--- config.mk ---
export PLATFORM = sky130hd
export DESIGN_NAME = metronome_click_gen_flat
export DESIGN_NICKNAME = d
export VERILOG_FILES = /design/src/rtl/metronome_click_gen_pkg.sv /design/src/rtl/metronome_click_gen_if.sv /design/src/rtl/metronome_click_gen_click_osc.sv /design/src/rtl/metronome_click_gen.sv /design/src/flat_wrapper.sv
export SDC_FILE = /design/constraint.sdc
export NUM_CORES = 1
export LEC_CHECK = 0
export CELL_PAD_IN_SITES_DETAIL_PLACEMENT = 0
export CELL_PAD_IN_SITES_GLOBAL_PLACEMENT = 1
export CORE_MARGIN = 8
export CORE_UTILIZATION = 40
export DETAILED_ROUTE_END_ITERATION = 16
export GPL_ROUTABILITY_DRIVEN = 0
export PLACE_DENSITY_LB_ADDON = 0.15
export REMOVE_ABC_BUFFERS = 1
export SLEW_MARGIN = 5
export SYNTH_ARGS = -nofsm -noshare
export SYNTH_HDL_FRONTEND = slang
export SYNTH_SLANG_ARGS = --single-unit
--- constraint.sdc ---
create_clock -name clk -period 2.6 [get_ports clk]
set_input_delay 0.52 -clock clk [delete_from_list [all_inputs] [get_ports clk]]
set_output_delay 0.52 -clock clk [all_outputs]
set_load 0.01 [all_outputs]
--- src/rtl/metronome_click_gen_pkg.sv ---
// Shared types and defaults for the metronome click generator and its
// companion metronome FSM.
package metronome_click_gen_pkg;

    typedef enum logic {
        ST_IDLE = 1'b0,
        ST_PLAY = 1'b1
    } state_t;

    localparam int unsigned CLICK_LEN_DEF     = 960;
    localparam int unsigned HALF_PER_NORM_DEF = 24;
    localparam int unsigned HALF_PER_ACC_DEF  = 12;
    localparam int unsigned AMP_START_DEF     = 12000;
    localparam int unsigned BEATS_PER_BAR_DEF = 4;

    localparam int unsigned AMP_W    = 15;
    localparam int unsigned SAMPLE_W = 16;
    localparam int unsigned SPEED_W  = 3;
    localparam int unsigned BEAT_W   = 2;

    localparam logic [SPEED_W-1:0] SPEED_STOP = 3'd0;

    // Exponential decay by 1/128 per sample; never drops below zero.
    function automatic logic [AMP_W-1:0] amp_decay(input logic [AMP_W-1:0] a);
        return a - (a >> 7);
    endfunction

endpackage

--- src/rtl/metronome_click_gen_if.sv ---
// Codec/metronome-side signal bundle for the click generator.
interface metronome_click_gen_if;
    import metronome_click_gen_pkg::*;

    logic                       tick;
    logic [SPEED_W-1:0]         speed;
    logic                       sample_req;
    logic signed [SAMPLE_W-1:0] sample;
    logic                       sample_valid;
    logic                       click_active;
    logic [BEAT_W-1:0]          beat_idx;

    modport master (
        output tick, speed, sample_req,
        input  sample, sample_valid, click_active, beat_idx
    );

    modport slave (
        input  tick, speed, sample_req,
        output sample, sample_valid, click_active, beat_idx
    );

endinterface

--- src/rtl/metronome_click_gen_click_osc.sv ---
// Square-wave oscillator with decaying amplitude envelope; produces the
// current signed sample combinationally from its registered state.
module click_osc
    import metronome_click_gen_pkg::*;
#(
    parameter int unsigned HALF_W    = 5,
    parameter int unsigned AMP_START = AMP_START_DEF
) (
    input  logic                       clk,
    input  logic                       rst_n,
    input  logic                       i_load,
    input  logic                       i_step,
    input  logic [HALF_W-1:0]          i_half,
    output logic signed [SAMPLE_W-1:0] o_sample
);

    logic [HALF_W-1:0]          r_half;
    logic [HALF_W-1:0]          r_phase;
    logic                       r_neg;
    logic [AMP_W-1:0]           r_amp;
    logic signed [SAMPLE_W-1:0] w_mag;

    // Load wins over step so a restart colliding with a sample request
    // leaves the freshly loaded state for the next request.
    always_ff @(posedge clk or negedge rst_n) begin
        if (!rst_n) begin
            r_half  <= '0;
            r_phase <= '0;
            r_neg   <= 1'b0;
            r_amp   <= '0;
        end else if (i_load) begin
            r_half  <= i_half;
            r_phase <= '0;
            r_neg   <= 1'b0;
            r_amp   <= AMP_W'(AMP_START);
        end else if (i_step) begin
            if (r_phase == r_half - HALF_W'(1)) begin
                r_phase <= '0;
                r_neg   <= ~r_neg;
            end else begin
                r_phase <= r_phase + HALF_W'(1);
            end
            r_amp <= amp_decay(r_amp);
        end
    end

    always_comb begin
        w_mag    = $signed({1'b0, r_amp});
        o_sample = r_neg ? -w_mag : w_mag;
    end

endmodule

--- src/rtl/metronome_click_gen.sv ---
// Metronome click generator: tick edge detect, IDLE/PLAY FSM, beat counter
// and registered sample output around the click oscillator.
module metronome_click_gen
    import metronome_click_gen_pkg::*;
#(
    parameter int unsigned CLICK_LEN     = CLICK_LEN_DEF,
    parameter int unsigned HALF_PER_NORM = HALF_PER_NORM_DEF,
    parameter int unsigned HALF_PER_ACC  = HALF_PER_ACC_DEF,
    parameter int unsigned AMP_START     = AMP_START_DEF,
    parameter int unsigned BEATS_PER_BAR = BEATS_PER_BAR_DEF
) (
    input  logic                 clk,
    input  logic                 rst_n,
    metronome_click_gen_if.slave bus
);

    localparam int unsigned HALF_MAX = (HALF_PER_NORM > HALF_PER_ACC) ? HALF_PER_NORM : HALF_PER_ACC;
    localparam int unsigned HALF_W   = $clog2(HALF_MAX + 1);
    localparam int unsigned CNT_W    = $clog2(CLICK_LEN);
    localparam logic [CNT_W-1:0]  CNT_LAST  = CNT_W'(CLICK_LEN - 1);
    localparam logic [BEAT_W-1:0] BEAT_LAST = BEAT_W'(BEATS_PER_BAR - 1);

    state_t                     r_state;
    state_t                     w_state_next;
    logic                       r_tick;
    logic                       r_armed;
    logic [BEAT_W-1:0]          r_beat;
    logic [CNT_W-1:0]           r_cnt;
    logic signed [SAMPLE_W-1:0] r_sample;
    logic                       r_valid;

    logic                       w_trig;
    logic                       w_accept;
    logic                       w_step;
    logic                       w_last;
    logic [BEAT_W-1:0]          w_beat_next;
    logic [HALF_W-1:0]          w_half;
    logic signed [SAMPLE_W-1:0] w_osc_sample;

    // r_armed blocks the first cycle after reset so a tick already high
    // at release is absorbed into r_tick rather than seen as an edge.
    assign w_trig      = bus.tick & ~r_tick & r_armed;
    assign w_accept    = w_trig & (bus.speed != SPEED_STOP);
    assign w_step      = (r_state == ST_PLAY) & bus.sample_req;
    assign w_last      = w_step & (r_cnt == CNT_LAST);
    assign w_beat_next = (r_beat == BEAT_LAST) ? '0 : r_beat + 1'b1;
    assign w_half      = (w_beat_next == '0) ? HALF_W'(HALF_PER_ACC) : HALF_W'(HALF_PER_NORM);

    always_ff @(posedge clk or negedge rst_n) begin
        if (!rst_n) begin
            r_state <= ST_IDLE;
        end else begin
            r_state <= w_state_next;
        end
    end

    always_comb begin
        w_state_next = r_state;
        case (r_state)
            ST_IDLE: if (w_accept) w_state_next = ST_PLAY;
            ST_PLAY: begin
                if (w_accept)    w_state_next = ST_PLAY;
                else if (w_last) w_state_next = ST_IDLE;
            end
            default: w_state_next = ST_IDLE;
        endcase
    end

    always_ff @(posedge clk or negedge rst_n) begin
        if (!rst_n) begin
            r_tick   <= 1'b0;
            r_armed  <= 1'b0;
            r_beat   <= BEAT_LAST;
            r_cnt    <= '0;
            r_sample <= '0;
            r_valid  <= 1'b0;
        end else begin
            r_tick  <= bus.tick;
            r_armed <= 1'b1;
            if (w_accept) begin
                r_beat <= w_beat_next;
            end
            if (w_accept || w_last) begin
                r_cnt <= '0;
            end else if (w_step) begin
                r_cnt <= r_cnt + 1'b1;
            end
            r_valid <= bus.sample_req;
            if (bus.sample_req) begin
                r_sample <= (r_state == ST_PLAY) ? w_osc_sample : '0;
            end
        end
    end

    click_osc #(
        .HALF_W   (HALF_W),
        .AMP_START(AMP_START)
    ) u_osc (
        .clk     (clk),
        .rst_n   (rst_n),
        .i_load  (w_accept),
        .i_step  (w_step),
        .i_half  (w_half),
        .o_sample(w_osc_sample)
    );

    assign bus.sample       = r_sample;
    assign bus.sample_valid = r_valid;
    assign bus.click_active = (r_state == ST_PLAY);
    assign bus.beat_idx     = r_beat;

endmodule

--- src/flat_wrapper.sv ---
// flat-port wrapper written by rule: the top's interface ports become plain ports
module metronome_click_gen_flat import metronome_click_gen_pkg::*;
#(
    parameter int unsigned CLICK_LEN     = CLICK_LEN_DEF,
    parameter int unsigned HALF_PER_NORM = HALF_PER_NORM_DEF,
    parameter int unsigned HALF_PER_ACC  = HALF_PER_ACC_DEF,
    parameter int unsigned AMP_START     = AMP_START_DEF,
    parameter int unsigned BEATS_PER_BAR = BEATS_PER_BAR_DEF
)
  (clk, rst_n, bus_tick, bus_speed, bus_sample_req, bus_sample, bus_sample_valid, bus_click_active, bus_beat_idx);
  metronome_click_gen_if bus_i ();
  input  logic clk;
  input  logic rst_n;
  input wire logic [$bits(bus_i.tick)-1:0] bus_tick;
  input wire logic [$bits(bus_i.speed)-1:0] bus_speed;
  input wire logic [$bits(bus_i.sample_req)-1:0] bus_sample_req;
  output wire logic [$bits(bus_i.sample)-1:0] bus_sample;
  output wire logic [$bits(bus_i.sample_valid)-1:0] bus_sample_valid;
  output wire logic [$bits(bus_i.click_active)-1:0] bus_click_active;
  output wire logic [$bits(bus_i.beat_idx)-1:0] bus_beat_idx;
  assign bus_i.tick = bus_tick;
  assign bus_i.speed = bus_speed;
  assign bus_i.sample_req = bus_sample_req;
  assign bus_sample = bus_i.sample;
  assign bus_sample_valid = bus_i.sample_valid;
  assign bus_click_active = bus_i.click_active;
  assign bus_beat_idx = bus_i.beat_idx;
  metronome_click_gen #(.CLICK_LEN(CLICK_LEN), .HALF_PER_NORM(HALF_PER_NORM), .HALF_PER_ACC(HALF_PER_ACC), .AMP_START(AMP_START), .BEATS_PER_BAR(BEATS_PER_BAR)) u_core (.clk(clk), .rst_n(rst_n), .bus(bus_i));
endmodule
==> impl_metrics.env, run 1 <==
export IMPL_seqCellArea_sq_um=1400
export IMPL_synth_top_area_frac=0.429
export IMPL_drt_pass1_iter_count=4
export IMPL_synthAdderAreaFrac=0.0620
export IMPL_drive_above_1_share=0.104
export IMPL_vias=2393
export IMPL_initial_utilization=0.410
export IMPL_first_iter_violations=54
export IMPL_crit_slowest_cell="fa_1"
export IMPL_slew_headroom=0.572
export IMPL_fin_crit_sh=0.944
export IMPL_yosysWarnings=0
export IMPL_avgSynthCellArea_sq_um=9.48
export IMPL_timing_rr_end="u_core.u_osc.r_amp[14]"
export IMPL_async_flop_share=1.00
export IMPL_synth_seq_cells=56
export IMPL_status="finished, final reports clean"
export IMPL_finalWirelength_um=7270
export IMPL_cts_tree="yes"
export IMPL_stdcell_area_sq_um=3690
export IMPL_ctsHtreeMaxLevel=2
export IMPL_coreArea_sq_um=7690
export IMPL_worst_pin_slew_ps=642
export IMPL_numCtsBuffers=5
export IMPL_grt_max_degree=34
export IMPL_cp_common_cell="inv_1"
export IMPL_crit_buf_inv=2
export IMPL_ys_flop_type="dfrtp_1"
export IMPL_placed_cell_area_sq_um=3550
export IMPL_ant_nets=0
export IMPL_root_buffer="clkbuf_8"
export IMPL_synthSimpleGateAreaFrac=0.169
export IMPL_crit_fanout=7
export IMPL_drc=0
export IMPL_viasPerCell=5.14
export IMPL_path_cells="inv_1, ha_1, inv_1, fa_1, a211oi_2, o21ai_2, a211oi_4, a31oi_1, o21a_1"
export IMPL_slew_violations=0
export IMPL_final_common_cell="dfrtp_1"
export IMPL_vdd_drop_max_uv=320
export IMPL_r2r_slack_ps=150
export IMPL_grt_overflow=0
export IMPL_wl_per_cell_um=15.6
export IMPL_crit_family="compound AO/OA/AOI/OAI gates"
export IMPL_min_path_type="in -> async"
export IMPL_instances_no_fill=466
export IMPL_cp_required_ps=2810
export IMPL_post_place_ws_ps=133
export IMPL_grt_pass1_vias=2552
export IMPL_worst_setup_path_start_kind="register"
export IMPL_grt_setup_unrepaired="false"
export IMPL_die_area_sq_um=11000
export IMPL_grt_pass1_wl_um=12800
export IMPL_n_fill_cell=774
export IMPL_synth_compound_area_frac=0.172
export IMPL_crit_cells=9
export IMPL_floorplan_die_height_um=105
export IMPL_track_usage=0.141
export IMPL_setup_ws_ps=145
export IMPL_multi_input_area_sq_um=1580
export IMPL_path_class="reg -> reg"
export IMPL_endpoint_kind="register"
export IMPL_dp_hpwl_um=5290
export IMPL_max_cap_violations=0
export IMPL_fin_crit_ps=2450
export IMPL_synthCells=332
export IMPL_place_inst=457
export IMPL_synth_xor_area_frac=0.0878
export IMPL_portBuffers=26
export IMPL_synth_top_family_by_area="compound AO/OA/AOI/OAI gates"
export IMPL_diodes=0
export IMPL_clkSinkCount=56
export IMPL_layout_common_cells="dfrtp_1, nor2_1, nand2_1, inv_1, clkdlybuf4s50_1"
export IMPL_die_w_um=105
export IMPL_endpoint="u_core.u_osc.r_amp[14]"
export IMPL_nNetsFinal=385
export IMPL_synth_top_area_cell="dfrtp_1"
export IMPL_max_stage_delay_ps=430
export IMPL_synthTopCellsByArea="dfrtp_1, ha_1, xnor2_1"
export IMPL_fmax_mhz=407
export IMPL_arrival_ps=2670
export IMPL_critPathLaunch="u_core.u_osc.r_amp[0]"
export IMPL_leakagePower_nw=1.62
export IMPL_num_rows=32
export IMPL_setup_violations=0
export IMPL_area_growth_pct=17.2
export IMPL_postCtsHoldBufs=0
export IMPL_synth_seq_area_share=0.446
export IMPL_pin_count=27
export IMPL_clk_pin_slew_ps=100
export IMPL_fin_total_pwr_mw=3.86
export IMPL_power_density_nw_per_um2=1050
export IMPL_synth_edff_count=0
export IMPL_clockBufferDepth=2
export IMPL_clock_skew_ps=7.31
export IMPL_synth_area_sq_um=3150
export IMPL_post_synth_num_cell_types=56
export IMPL_setup_tns_ps=0
export IMPL_worstSkewPairLatency_ps=310
export IMPL_synthMuxAreaShare=0.00994
export IMPL_hold_violations=0
export IMPL_antenna_found_initial=0
export IMPL_timing_rr_start="u_core.u_osc.r_amp[0]"
export IMPL_ff2ff_path_depth=9
[worst min-delay path by stage]
stage | from | to | slack [ps] | cells after the start
2_1_floorplan | rst_n | u_core.bus.click_active | 220 | 0
3_3_place_gp | u_core.u_osc.r_half[3] | u_core.u_osc.r_half[3] | 440 | 2
3_5_place_dp | u_core.u_osc.r_half[3] | u_core.u_osc.r_half[3] | 440 | 2
4_1_cts | rst_n | u_core.u_osc.r_amp[6] | 250 | 1
5_1_grt | rst_n | u_core.bus.sample[6] | 260 | 1
6_report | rst_n | u_core.r_cnt[4] | 220 | 1
[worst register-to-register path, stage by stage, from the launching register on]
cell,delay [ps]
dfrtp_1,420
inv_1,110
ha_1,170
inv_1,50
fa_1,430
a211oi_2,320
o21ai_2,130
a211oi_4,380
a31oi_1,140
o21a_1,210
[what timing repair did]
action,4_1_cts,5_1_grt
setup buffers,0,1
setup endpoints to repair,0,2
gates resized for setup,0,1
[per-layer routing]
metal,wire length [um],share of wire,GRT usage
met5,0,0,0
met3,191,0.026,0.0283
met4,106,0.015,0.0418
met2,3510,0.48,0.245
met1,3450,0.48,0.174
[cell usage after synthesis, types with 8 or more instances]
cell,n
a21oi_1,18
clkbuf_1,8
dfrtp_1,54
ha_1,14
inv_1,28
nand2_1,31
nand3_1,8
nor2_1,31
nor3_1,10
o21ai_0,15
o22ai_1,12
xnor2_1,17
xor2_1,12
[sequential cells by signal (all words and copies together), names as in the netlist]
register / flops
u_core.bus.sample: 16
u_core.u_osc.r_amp: 15
u_core.r_cnt: 10
u_core.u_osc.r_phase: 5
u_core.u_osc.r_half: 3
u_core.bus.beat_idx: 2
u_core.bus.click_active: 1
u_core.bus.sample_valid: 1
u_core.r_armed: 1
u_core.r_tick: 1
u_core.u_osc.r_neg: 1
[cells by family (layout without fill, tap and decap cells)]
kind of cell / Yosys count / after routing
adder cells (fa/ha/maj): 15 / 15
AND/OR/NAND/NOR: 108 / 108
XOR/XNOR: 30 / 30
flip-flops: 56 / 56
other: 1 / 1
buffers and inverters: 40 / 72
multiplexers: 3 / 3
AO/OA/AOI/OAI: 79 / 79
[area by class of cell]
| class | instances | area share |
|---|---|---|
| Timing Repair Buffer | 36 | 0.0929 |
| Multi-Input combinational cell | 236 | 0.429 |
| Tap cell | 102 | 0.0346 |
| Clock inverter | 1 | 0.00814 |
| Inverter | 28 | 0.0285 |
| Clock buffer | 7 | 0.0261 |
| Sequential cell | 56 | 0.380 |
[where the power goes]
part	total, mW	switching, mW	internal [mW]
registers	1.41	0.265	1.15
logic	1.83	0.941	0.887
clock network	0.622	0.282	0.340
[through the flow]
| stage | utilization | hold WS (ps) |
|---|---|---|
| floorplan | - | 224 |
| finish | 0.480 | 225 |
| CTS | 0.479 | 255 |
| detailed placement | 0.462 | 438 |
| global placement | 0.462 | 436 |
| global route | 0.480 | 258 |
No activity file was read; power rests on OpenSTA's default activity.
==> run 2, diff against run 1 <==
--- a/config.mk
+++ b/config.mk
@@ -7,6 +7,7 @@
 export LEC_CHECK = 0
 export CELL_PAD_IN_SITES_DETAIL_PLACEMENT = 0
 export CELL_PAD_IN_SITES_GLOBAL_PLACEMENT = 1
+export CORE_ASPECT_RATIO = 0.8
 export CORE_MARGIN = 8
 export CORE_UTILIZATION = 40
 export DETAILED_ROUTE_END_ITERATION = 16
==> run 2 against run 1 <==
  * Routed wire length decreased by 1.7%
  * Design area is 0.54% lower
  * Power down 1.8%
  * Clock power shrank 17%
==> impl_metrics.env, run 2 (same netlist as run 1, synthesis figures left out) <==
export IMPL_path_class="reg -> reg"
export IMPL_crit_slowest_cell="dfrtp_1"
export IMPL_clock_skew_ps=9.51
export IMPL_clockBufferDepth=2
export IMPL_crit_family="compound AO/OA/AOI/OAI gates"
export IMPL_numCtsBuffers=5
export IMPL_crit_buf_inv=2
export IMPL_power_switching_mw=1.53
export IMPL_slew_violations=0
export IMPL_crit_cells=9
export IMPL_power_internal_mw=2.26
export IMPL_min_path_type="in -> async"
export IMPL_fin_crit_sh=0.925
export IMPL_max_stage_delay_ps=420
export IMPL_final_common_cell="dfrtp_1"
export IMPL_stdcell_area_sq_um=3670
export IMPL_drc=0
export IMPL_drt_pass1_iter_count=4
export IMPL_track_usage=0.139
export IMPL_seqCellArea_sq_um=1400
export IMPL_hold_violations=0
export IMPL_multi_input_area_sq_um=1590
export IMPL_max_cap_violations=0
export IMPL_vdd_drop_max_uv=339
export IMPL_endpoint="u_core.u_osc.r_amp[14]"
export IMPL_setup_tns_ps=0
export IMPL_worstSkewPairLatency_ps=310
export IMPL_first_iter_violations=112
export IMPL_coreArea_sq_um=7800
export IMPL_layout_common_cells="dfrtp_1, nor2_1, nand2_1, inv_1, clkdlybuf4s50_1"
export IMPL_clk_pin_slew_ps=100
export IMPL_wl_per_cell_um=15.1
export IMPL_clkSinkCount=56
export IMPL_timing_rr_end="u_core.u_osc.r_amp[14]"
export IMPL_antenna_found_initial=0
export IMPL_arrival_ps=2610
export IMPL_cp_common_cell="inv_1"
export IMPL_floorplan_die_height_um=95.3
export IMPL_die_area_sq_um=11000
export IMPL_crit_fanout=7
export IMPL_grt_pass1_vias=2294
export IMPL_initial_utilization=0.404
export IMPL_clock_power_share=0.136
export IMPL_seqPwrFrac=0.378
export IMPL_slew_headroom=0.575
export IMPL_combPwrFrac=0.486
export IMPL_grt_setup_unrepaired="false"
export IMPL_finalWirelength_um=7140
export IMPL_fmax_mhz=416
export IMPL_critPathLaunch="u_core.u_osc.r_amp[0]"
export IMPL_setup_violations=0
export IMPL_power_density_nw_per_um2=1030
export IMPL_ant_nets=0
export IMPL_diodes=0
export IMPL_vias=2385
export IMPL_area_growth_pct=16.6
export IMPL_drive_above_1_share=0.107
export IMPL_r2r_slack_ps=200
export IMPL_leakagePower_nw=1.60
export IMPL_nNetsFinal=385
export IMPL_path_cells="inv_1, ha_1, inv_1, fa_2, a211oi_2, o21ai_2, a211oi_4, a31oi_1, o21a_1"
export IMPL_grt_pass1_wl_um=11900
export IMPL_ff2ff_path_depth=9
export IMPL_dp_hpwl_um=5310
export IMPL_timing_rr_start="u_core.u_osc.r_amp[0]"
export IMPL_n_fill_cell=754
export IMPL_status="finished, final reports clean"
export IMPL_pin_count=27
export IMPL_ctsHtreeMaxLevel=2
export IMPL_placed_cell_area_sq_um=3550
export IMPL_root_buffer="clkbuf_8"
export IMPL_fin_crit_ps=2400
export IMPL_num_rows=29
export IMPL_viasPerCell=5.05
export IMPL_cts_tree="yes"
export IMPL_worst_setup_path_start_kind="register"
export IMPL_largest_reg_flops=16
export IMPL_endpoint_kind="register"
export IMPL_die_w_um=115
export IMPL_grt_max_degree=34
export IMPL_swShare=0.403
export IMPL_cp_required_ps=2800
export IMPL_grt_overflow=0
export IMPL_portBuffers=26
export IMPL_worst_pin_slew_ps=637
[run 2: cell types whose count changed in the layout (fill, tap and decap cells not counted), sizes merged]
| cell | delta |
|---|---|
| clkbuf | -1 |
| bufinv | -1 |
| clkinv | +1 |
| inv | +1 |
[run 2: stage by stage]
step | instances | power [mW] | setup slack [ps] | utilization | hold slack [ps]
after floorplan | 320 | 2.61 | 365 | - | 224
after global placement | 462 | 3.22 | 194 | 0.455 | 431
after detailed placement | 462 | 3.24 | 118 | 0.455 | 447
after CTS | 470 | 3.77 | 88.2 | 0.468 | 238
after global routing | 472 | 4.11 | 43.1 | 0.470 | 264
final | 472 | 3.79 | 195 | 0.470 | 217
[run 2: layer usage]
metal	GRT usage	part of all wire
met1	0.205	0.52
met2	0.203	0.41
met3	0.0259	0.062
met4	0.0327	0.0074
met5	0	0
[run 2: layout make-up]
type	count	share of cell area
clock buffer	6	0.0225
clock inverter	2	0.00375
inverter	28	0.0286
multi-input combinational	236	0.432
sequential	56	0.383
tap	108	0.0368
timing repair buffer	36	0.0934
[run 2: worst min-delay path by stage]
stage	depth (start not counted)	endpoint	startpoint	slack, ps
after global placement	2	u_core.u_osc.r_half[3]	u_core.u_osc.r_half[3]	430
after floorplan	0	u_core.bus.click_active	rst_n	220
after detailed placement	2	u_core.u_osc.r_half[3]	u_core.u_osc.r_half[3]	450
after global routing	1	u_core.bus.sample[1]	rst_n	260
final	1	u_core.bus.sample[1]	rst_n	220
after CTS	1	u_core.bus.sample[1]	rst_n	240
[run 2: power by group through the flow]
stage	sequential [mW]	combinational (mW)	clock (mW)
after floorplan	1.47	1.13	0
final	1.43	1.84	0.516
after global placement	1.45	1.77	0
after detailed placement	1.45	1.79	0
after global routing	1.48	2.07	0.569
after CTS	1.44	1.79	0.538
[run 2: repair_timing]
action | CTS | global route
setup endpoints to repair | 0 | 3
setup buffers | 0 | 2
gates resized for setup | 0 | 2
endpoints found under the hold margin | 0 | 0
hold buffers | 0 | 0
==> run 3, diff against run 2 <==
--- a/config.mk
+++ b/config.mk
@@ -5,8 +5,6 @@
 export SDC_FILE = /design/constraint.sdc
 export NUM_CORES = 1
 export LEC_CHECK = 0
-export CELL_PAD_IN_SITES_DETAIL_PLACEMENT = 0
-export CELL_PAD_IN_SITES_GLOBAL_PLACEMENT = 1
 export CORE_ASPECT_RATIO = 0.8
 export CORE_MARGIN = 8
 export CORE_UTILIZATION = 40
==> constraint.sdc (replaced) <==
create_clock -name clk -period 2.71 [get_ports clk]
set_input_delay 0.542 -clock clk [delete_from_list [all_inputs] [get_ports clk]]
set_output_delay 0.542 -clock clk [all_outputs]
set_load 0.01 [all_outputs]
==> run 3 against run 2 <==
  * Routed wire length down 2.6%
  * Clock-buffer cell count unchanged
  * Cell count down 1.3%
  * Clock power up 5.4%
  * Flip-flop and latch count unchanged
  * Worst hold slack better by 16 ps
  * Design area down 1.0%
  * Critical path type unchanged
  * Largest power group unchanged
==> impl_metrics.env, run 3 (same netlist as run 1, synthesis figures left out) <==
export IMPL_ctsHtreeMaxLevel=2
export IMPL_drc=0
export IMPL_cts_resized=0
export IMPL_track_usage=0.138
export IMPL_status="finished, final reports clean"
export IMPL_root_buffer="clkbuf_8"
export IMPL_worstSkewPairLatency_ps=310
export IMPL_use_met1=0.195
export IMPL_place_inst=459
export IMPL_ant_nets=0
export IMPL_arrival_ps=2690
export IMPL_grt_pass1_vias=2377
export IMPL_grtUsageMet2=0.214
export IMPL_largest_reg_flops=16
export IMPL_numCtsBuffers=5
export IMPL_antenna_found_initial=0
export IMPL_crit_fanout=7
export IMPL_min_path_type="in -> async"
export IMPL_hold_violations=0
export IMPL_fin_crit_ps=2490
export IMPL_clock_skew_ps=8.87
export IMPL_wl_per_cell_um=14.9
export IMPL_slew_headroom=0.591
export IMPL_grt_setup_unrepaired="false"
export IMPL_max_stage_delay_ps=420
export IMPL_fmax_mhz=402
export IMPL_coreArea_sq_um=7800
export IMPL_clkSinkCount=56
export IMPL_first_iter_violations=110
export IMPL_endpoint_kind="register"
export IMPL_clk_pin_slew_ps=100
export IMPL_busiest_layer="met2"
export IMPL_seqCellArea_sq_um=1400
export IMPL_pin_count=27
export IMPL_grt_max_degree=34
export IMPL_instances_no_fill=466
export IMPL_grt_pass1_wl_um=11900
export IMPL_grt_util_met3=0.0310
export IMPL_num_rows=29
export IMPL_cts_tree="yes"
export IMPL_drt_pass1_iter_count=4
export IMPL_diodes=0
export IMPL_final_common_cell="dfrtp_1"
export IMPL_n_fill_cell=737
export IMPL_hold_slack_ps=233
export IMPL_viasPerCell=5.16
export IMPL_leakagePower_nw=1.58
export IMPL_worst_pin_slew_ps=613
export IMPL_cp_required_ps=2920
export IMPL_path_class="reg -> reg"
export IMPL_vias=2406
export IMPL_crit_family="compound AO/OA/AOI/OAI gates"
export IMPL_crit_slowest_cell="dfrtp_1"
export IMPL_setup_violations=0
export IMPL_dp_hpwl_um=5050
export IMPL_fin_crit_sh=0.919
export IMPL_finalWirelength_um=6960
export IMPL_initial_utilization=0.404
export IMPL_nNetsFinal=380
export IMPL_postCtsHoldBufs=0
export IMPL_clockBufferDepth=2
export IMPL_power_density_nw_per_um2=985
export IMPL_slew_violations=0
export IMPL_post_cts_setup_buffer_count=0
export IMPL_floorplan_die_height_um=95.3
export IMPL_die_area_sq_um=11000
export IMPL_area_growth_pct=15.4
export IMPL_max_cap_violations=0
export IMPL_cp_common_cell="inv_1"
export IMPL_multi_input_area_sq_um=1580
export IMPL_worst_setup_path_start_kind="register"
export IMPL_die_w_um=115
export IMPL_drive_above_1_share=0.0838
export IMPL_crit_buf_inv=2
export IMPL_vdd_drop_max_uv=444
export IMPL_portBuffers=26
export IMPL_setup_tns_ps=0
export IMPL_path_cells="inv_1, ha_1, inv_1, fa_1, a211oi_2, o21ai_1, a211oi_4, a31oi_1, o21a_1"
export IMPL_layout_common_cells="dfrtp_1, nor2_1, nand2_1, inv_1, clkdlybuf4s50_1"
export IMPL_grt_overflow=0
==> run 3: cell count changes in the layout (fill, tap and decap cells not counted) <==
| cell | change |
|---|---|
| buf_4 | -5 |
| clkinv_2 | -1 |
| fa_1 | +1 |
| fa_2 | -1 |
| clkbuf_1 | +1 |
| clkbuf_8 | -1 |
| inv_6 | -1 |
| o21ai_2 | -1 |
| o21ai_1 | +1 |
| bufinv_16 | +1 |
==> run 3: layout make-up <==
type,count,area share
Multi-Input combinational cell,236,0.435
Sequential cell,56,0.386
Timing Repair Buffer,31,0.0841
Tap cell,108,0.0372
Inverter,28,0.0289
Clock buffer,6,0.0200
Clock inverter,1,0.00827
==> run 3: stage by stage <==
step | utilization | setup WS [ps] | instance area, sq um | total power [mW]
after CTS | 0.466 | 249 | 3630 | 3.61
after global placement | 0.452 | 295 | 3530 | 3.04
after global routing | 0.466 | 32.9 | 3630 | 3.89
after detailed placement | 0.452 | 282 | 3530 | 3.06
after floorplan | - | 475 | 3090 | 2.50
final | 0.466 | 221 | 3630 | 3.58
==> run 3: routing by layer <==
metal | vias to the layer above | part of all wire
li1 | 1199 | -
met1 | 1166 | 0.53
met2 | 37 | 0.43
met3 | 4 | 0.039
met4 | 0 | 0.0047
met5 | - | 0
==> run 3: power by group <==
group	switching [mW]	internal (mW)	total (mW)
clock	0.272	0.272	0.544
sequential	0.309	1.10	1.41
combinational	0.829	0.793	1.62
total	1.41	2.17	3.58
==> run 3: worst paths after layout <==
path	slack (ps)	endpoint	startpoint	cells after the start
worst max register to register	220	u_core.u_osc.r_amp[14]	u_core.u_osc.r_amp[0]	9
min in group clk	460	u_core.u_osc.r_half[3]	u_core.u_osc.r_half[3]	2
max in group asynchronous	1820	u_core.bus.beat_idx[0]	rst_n	2
worst min register to register	460	u_core.u_osc.r_half[3]	u_core.u_osc.r_half[3]	2
worst min-delay path	230	u_core.r_tick	rst_n	1
worst max-delay path	220	u_core.u_osc.r_amp[14]	u_core.u_osc.r_amp[0]	9
